`src/rtl/serial_adder_pkg.sv`:
```
// Shared definitions for the bit-serial adder controller: FSM encodings and default width.
package serial_adder_pkg;

  localparam int DEF_WIDTH = 8;

  typedef enum logic [1:0] {
    ST_IDLE = 2'd0,
    ST_RUN  = 2'd1,
    ST_DONE = 2'd2
  } state_e;

endpackage

```
`src/rtl/full_adder_dataflow.sv`:
```
// Existing single-bit full adder cell, purely combinational.
module full_adder_dataflow (
  output logic sum,
  output logic carry_out,
  input  logic a,
  input  logic b,
  input  logic carry_in
);

  assign sum       = a ^ b ^ carry_in;
  assign carry_out = (a & b) | (carry_in & (a ^ b));

endmodule

```
`src/rtl/serial_adder_ctrl.sv`:
```
// Bit-serial WIDTH-bit adder: streams operands LSB first through one full adder cell
// and reports the registered result with a start/done handshake.
//
// state   | meaning
// --------+----------------------------------------------------------
// ST_IDLE | ready; start captures operands and carry
// ST_RUN  | one operand bit pair added per clock, WIDTH clocks total
// ST_DONE | one-cycle done pulse, result valid; then back to ST_IDLE
module serial_adder_ctrl
  import serial_adder_pkg::*;
#(
  parameter int WIDTH = DEF_WIDTH
) (
  input  logic             clk,
  input  logic             reset,
  input  logic             start,
  input  logic [WIDTH-1:0] a_in,
  input  logic [WIDTH-1:0] b_in,
  input  logic             carry_in,
  output logic             ready,
  output logic             busy,
  output logic             done,
  output logic [WIDTH-1:0] sum_out,
  output logic             carry_out
);

  localparam int CNT_W = (WIDTH > 1) ? $clog2(WIDTH) : 1;
  localparam logic [CNT_W-1:0] CNT_LAST = CNT_W'(WIDTH - 1);

  state_e           state_q, state_d;
  logic [WIDTH-1:0] a_sr_q, a_sr_d;
  logic [WIDTH-1:0] b_sr_q, b_sr_d;
  logic [WIDTH-1:0] s_sr_q, s_sr_d;
  logic             c_q, c_d;
  logic [CNT_W-1:0] cnt_q, cnt_d;
  logic [WIDTH-1:0] sum_q, sum_d;
  logic             cout_q, cout_d;

  logic             fa_sum;
  logic             fa_cout;
  logic [WIDTH-1:0] s_shift;

  full_adder_dataflow u_fa (
    .sum       (fa_sum),
    .carry_out (fa_cout),
    .a         (a_sr_q[0]),
    .b         (b_sr_q[0]),
    .carry_in  (c_q)
  );

  // Written as a cast of a shifted concatenation so WIDTH=1 needs no special case.
  assign s_shift = WIDTH'({fa_sum, s_sr_q} >> 1);

  always_ff @(posedge clk) begin
    if (reset) begin
      state_q <= ST_IDLE;
      a_sr_q  <= '0;
      b_sr_q  <= '0;
      s_sr_q  <= '0;
      c_q     <= 1'b0;
      cnt_q   <= '0;
      sum_q   <= '0;
      cout_q  <= 1'b0;
    end else begin
      state_q <= state_d;
      a_sr_q  <= a_sr_d;
      b_sr_q  <= b_sr_d;
      s_sr_q  <= s_sr_d;
      c_q     <= c_d;
      cnt_q   <= cnt_d;
      sum_q   <= sum_d;
      cout_q  <= cout_d;
    end
  end

  always_comb begin
    state_d = state_q;
    a_sr_d  = a_sr_q;
    b_sr_d  = b_sr_q;
    s_sr_d  = s_sr_q;
    c_d     = c_q;
    cnt_d   = cnt_q;
    sum_d   = sum_q;
    cout_d  = cout_q;
    unique case (state_q)
      ST_IDLE: begin
        if (start) begin
          a_sr_d  = a_in;
          b_sr_d  = b_in;
          c_d     = carry_in;
          cnt_d   = '0;
          s_sr_d  = '0;
          state_d = ST_RUN;
        end
      end
      ST_RUN: begin
        s_sr_d = s_shift;
        a_sr_d = a_sr_q >> 1;
        b_sr_d = b_sr_q >> 1;
        c_d    = fa_cout;
        cnt_d  = cnt_q + CNT_W'(1);
        if (cnt_q == CNT_LAST) begin
          sum_d   = s_shift;
          cout_d  = fa_cout;
          state_d = ST_DONE;
        end
      end
      ST_DONE: state_d = ST_IDLE;
      default: state_d = ST_IDLE;
    endcase
  end

  assign ready     = (state_q == ST_IDLE);
  assign busy      = (state_q == ST_RUN);
  assign done      = (state_q == ST_DONE);
  assign sum_out   = sum_q;
  assign carry_out = cout_q;

endmodule

```
`config.mk`:
```
export PLATFORM = sky130hd
export DESIGN_NAME = serial_adder_ctrl
export DESIGN_NICKNAME = d
export VERILOG_FILES = /design/src/rtl/serial_adder_pkg.sv /design/src/rtl/full_adder_dataflow.sv /design/src/rtl/serial_adder_ctrl.sv
export SDC_FILE = /design/constraint.sdc
export NUM_CORES = 1
export LEC_CHECK = 0
export ABC_AREA = 1
export ABC_CLOCK_PERIOD_IN_PS = 3000
export CAP_MARGIN = 25
export CORE_ASPECT_RATIO = 1.1
export CORE_UTILIZATION = 34
export CTS_CLUSTER_DIAMETER = 200
export DETAILED_ROUTE_END_ITERATION = 7
export GPL_TIMING_DRIVEN = 0
export HOLD_SLACK_MARGIN = 0.12
export PLACE_DENSITY_LB_ADDON = 0.08
export SLEW_MARGIN = 10
export SYNTH_ARGS = -nofsm -noshare
export SYNTH_HDL_FRONTEND = slang
export SYNTH_SLANG_ARGS = --single-unit
export TNS_END_PERCENT = 5
```
`constraint.sdc`:
```
create_clock -name clk -period 3 [get_ports clk]
set_input_delay 0.3 -clock clk [delete_from_list [all_inputs] [get_ports clk]]
set_output_delay 0.3 -clock clk [all_outputs]
set_load 0.1 [all_outputs]
```
==> flow_summary.json <==
{
  "maxCapViolCount": 0,
  "cts-hold-fix-buffers": 0,
  "ys_types": 19,
  "rsz0062_at_grt": "no",
  "p_total_w": 0.00107,
  "clk_pin_slew_ns": 0.07,
  "syn2layout_area_growth_pct": 28.0,
  "power_density_nw_per_um2": 495,
  "finalMaxSlewViolations": 0,
  "avgSynthCellArea_sq_um": 6.65,
  "totalWireLength_mm": 3.70,
  "path_max_fanout": 10,
  "p_seq_frac": 0.505,
  "grtUsageTotal": 0.152,
  "internal_power_w": 0.000782,
  "core_sq_um": 4720,
  "yosysWarnings": 0,
  "grt_max_degree": 12,
  "antenna_found_initial": 0,
  "p_switching_w": 0.000284,
  "drtPass1Iterations": 4,
  "drive_gt1_frac": 0.0753,
  "wl_per_cell_um": 10.6,
  "fin_nets": 314,
  "std_cell_rows": 26,
  "tightest_slew_ns": 0.967,
  "post_cts_buffers": 0,
  "holdCritPathClass": "flip-flop to flip-flop",
  "fmax_mhz": 383,
  "critical_path_class": "flip-flop to output pin",
  "critPathArrivalTime_ns": 2.31,
  "drc": 0,
  "first_iter_violations": 61,
  "status": "finished clean",
  "fin_cells": 348,
  "port-buffer-count": 31,
  "gp_congestion": 0.743,
  "required_ns": 2.70,
  "p_leak_nw": 1.02,
  "tritoncts": "done",
  "ff2ff_path_depth": 8,
  "gr-total-overflow": 0,
  "cts_sinks": 38,
  "wl_met1_mm": 1.78,
  "syn-num-nets": 276,
  "hpwl_mm": 2.56,
  "postPlaceCellArea_sq_um": 2060,
  "top_layer": "met4",
  "vdd_drop_max_mv": 0.255,
  "vias": 1540,
  "ys_top_cells_by_area": "dfxtp_1, nand2_1, inv_1",
  "stdcell_area_sq_um": 2150,
  "io_pins": 32,
  "fin_skew_ns": 0.00287,
  "period_needed_ns": 2.61,
  "postRouteAntennaNets": 0,
  "clk_latency_ns": 0.29,
  "grt_pass1_vias": 1411,
  "setup_tns_ns": 0,
  "die_area_sq_um": 5240,
  "finalCritPeriodShare": 0.870,
  "hold_depth": 2,
  "worstSetupStartpointType": "flip-flop",
  "met2WireLength_mm": 1.67,
  "synth_top_area_frac": 0.452,
  "htreeDepth": 2,
  "endpoint_kind": "output pin",
  "seq_area_frac_synth": 0.452,
  "grt_pass1_wl_mm": 6.19,
  "routed-wl-met3_um": 185,
  "die-width_um": 69.1,
  "dp_cells": 340,
  "initial_core_util": 0.357,
  "via_per_inst": 4.43,
  "cts_resized": 0,
  "combinationalPowerShare": 0.153,
  "n_antenna_cell": 0,
  "switching_share": 0.267,
  "die_h_um": 75.8,
  "clockBufferDepth": 2,
  "ys_seq_elements": 38,
  "relSlewSlack": 0.353,
  "hold_viol": 0,
  "cts_made_buffers": 5,
  "synth_area_leader_cell": "dfxtp_1",
  "setup_violations": 0,
  "synthesis.area_sq_um": 1680,
  "cts_root_buffer": "clkbuf_8",
  "syn-instance-count": 253,
  "power.share.clock": 0.341
}
## per-stage QoR
stage          setup WS, ns  utilization  hold slack, ns
6_report              0.391        0.457           0.464
5_1_grt               0.311        0.457           0.486
4_1_cts               0.356        0.457           0.466
3_5_place_dp          0.689        0.437           0.455
3_3_place_gp          0.683        0.437           0.453
2_1_floorplan         0.797            -           0.369
## layer usage
| metal | GRT usage | vias up |
|---|---|---|
| met5 | 0 | - |
| met4 | 0.0680 | 0 |
| met3 | 0.0437 | 7 |
| met2 | 0.264 | 31 |
| met1 | 0.176 | 671 |
| li1 | - | 831 |
## final timing paths
kind	from	end	slack, ns
worst max-delay path	state_q[0]	busy	0.39
worst min-delay path	a_sr_q[7]	a_sr_q[7]	0.46
worst max register to register	cnt_q[0]	sum_out[7]	1.72
worst min register to register	a_sr_q[7]	a_sr_q[7]	0.46
## sequential cells by signal, summed over array words and instances, names as in the netlist
name       count
carry_out      1
s_sr_q         7
cnt_q          3
c_q            1
a_sr_q         8
sum_out        8
state_q        2
b_sr_q         8
## synth_stat cells (all sizes together)
| cell type | instances |
|---|---|
| nand3 | 9 |
| clkbuf | 3 |
| clkinv | 2 |
| nor2 | 25 |
| fa | 1 |
| a21oi | 26 |
| ha | 2 |
| dfxtp | 38 |
| o21ai | 4 |
| inv | 37 |
| nand2 | 98 |
| buf | 8 |
## critical path: stages, from the launching register on
cell	delay, ns
dfxtp_1	0.34
buf_4	0.19
nand2_4	0.10
inv_1	0.07
buf_4	0.17
clkdlybuf4s50_1	1.14
## cells by family (layout without fill, tap and decap cells)
logic type / Yosys count / count (layout) / share of synthesized area
compound gates: 30 / 30 / 0.0914
simple gates: 132 / 132 / 0.309
fa+ha+maj: 3 / 3 / 0.0268
flops: 38 / 38 / 0.452
buf+inv: 50 / 89 / 0.121
## power groups by stage
stage,clock [W],combinational (W),sequential (W)
final,0.000364,0.000163,0.000539
after global routing,0.000394,0.000187,0.000541
after CTS,0.000377,0.000166,0.000539
after detailed placement,0,0.000165,0.000551
after global placement,0,0.000165,0.000550
after floorplan,0,0.000111,0.000548
## final cells by class
type	count	area (sq um)
Sequential cell	38	761
Fill cell	504	2560
Timing Repair Buffer	31	310
Clock inverter	1	5.00
Clock buffer	7	86.3
Tap cell	56	70.1
Inverter	39	148
Multi-Input combinational cell	165	718
Buffer	11	56.3
## layout by cell type (no fill, tap or decap), types with 3 or more instances in the layout
| cell type | netlist | final |
|---|---|---|
| clkbuf_1 | 3 | 4 |
| o21ai_0 | 3 | 3 |
| clkbuf_8 | 0 | 6 |
| nand2_1 | 96 | 96 |
| a21oi_1 | 26 | 26 |
| inv_1 | 35 | 35 |
| buf_2 | 6 | 6 |
| nor2_1 | 24 | 24 |
| nand3_1 | 9 | 9 |
| clkdlybuf4s50_1 | 0 | 31 |
| dfxtp_1 | 38 | 38 |
(Power assumes the default switching activity.)
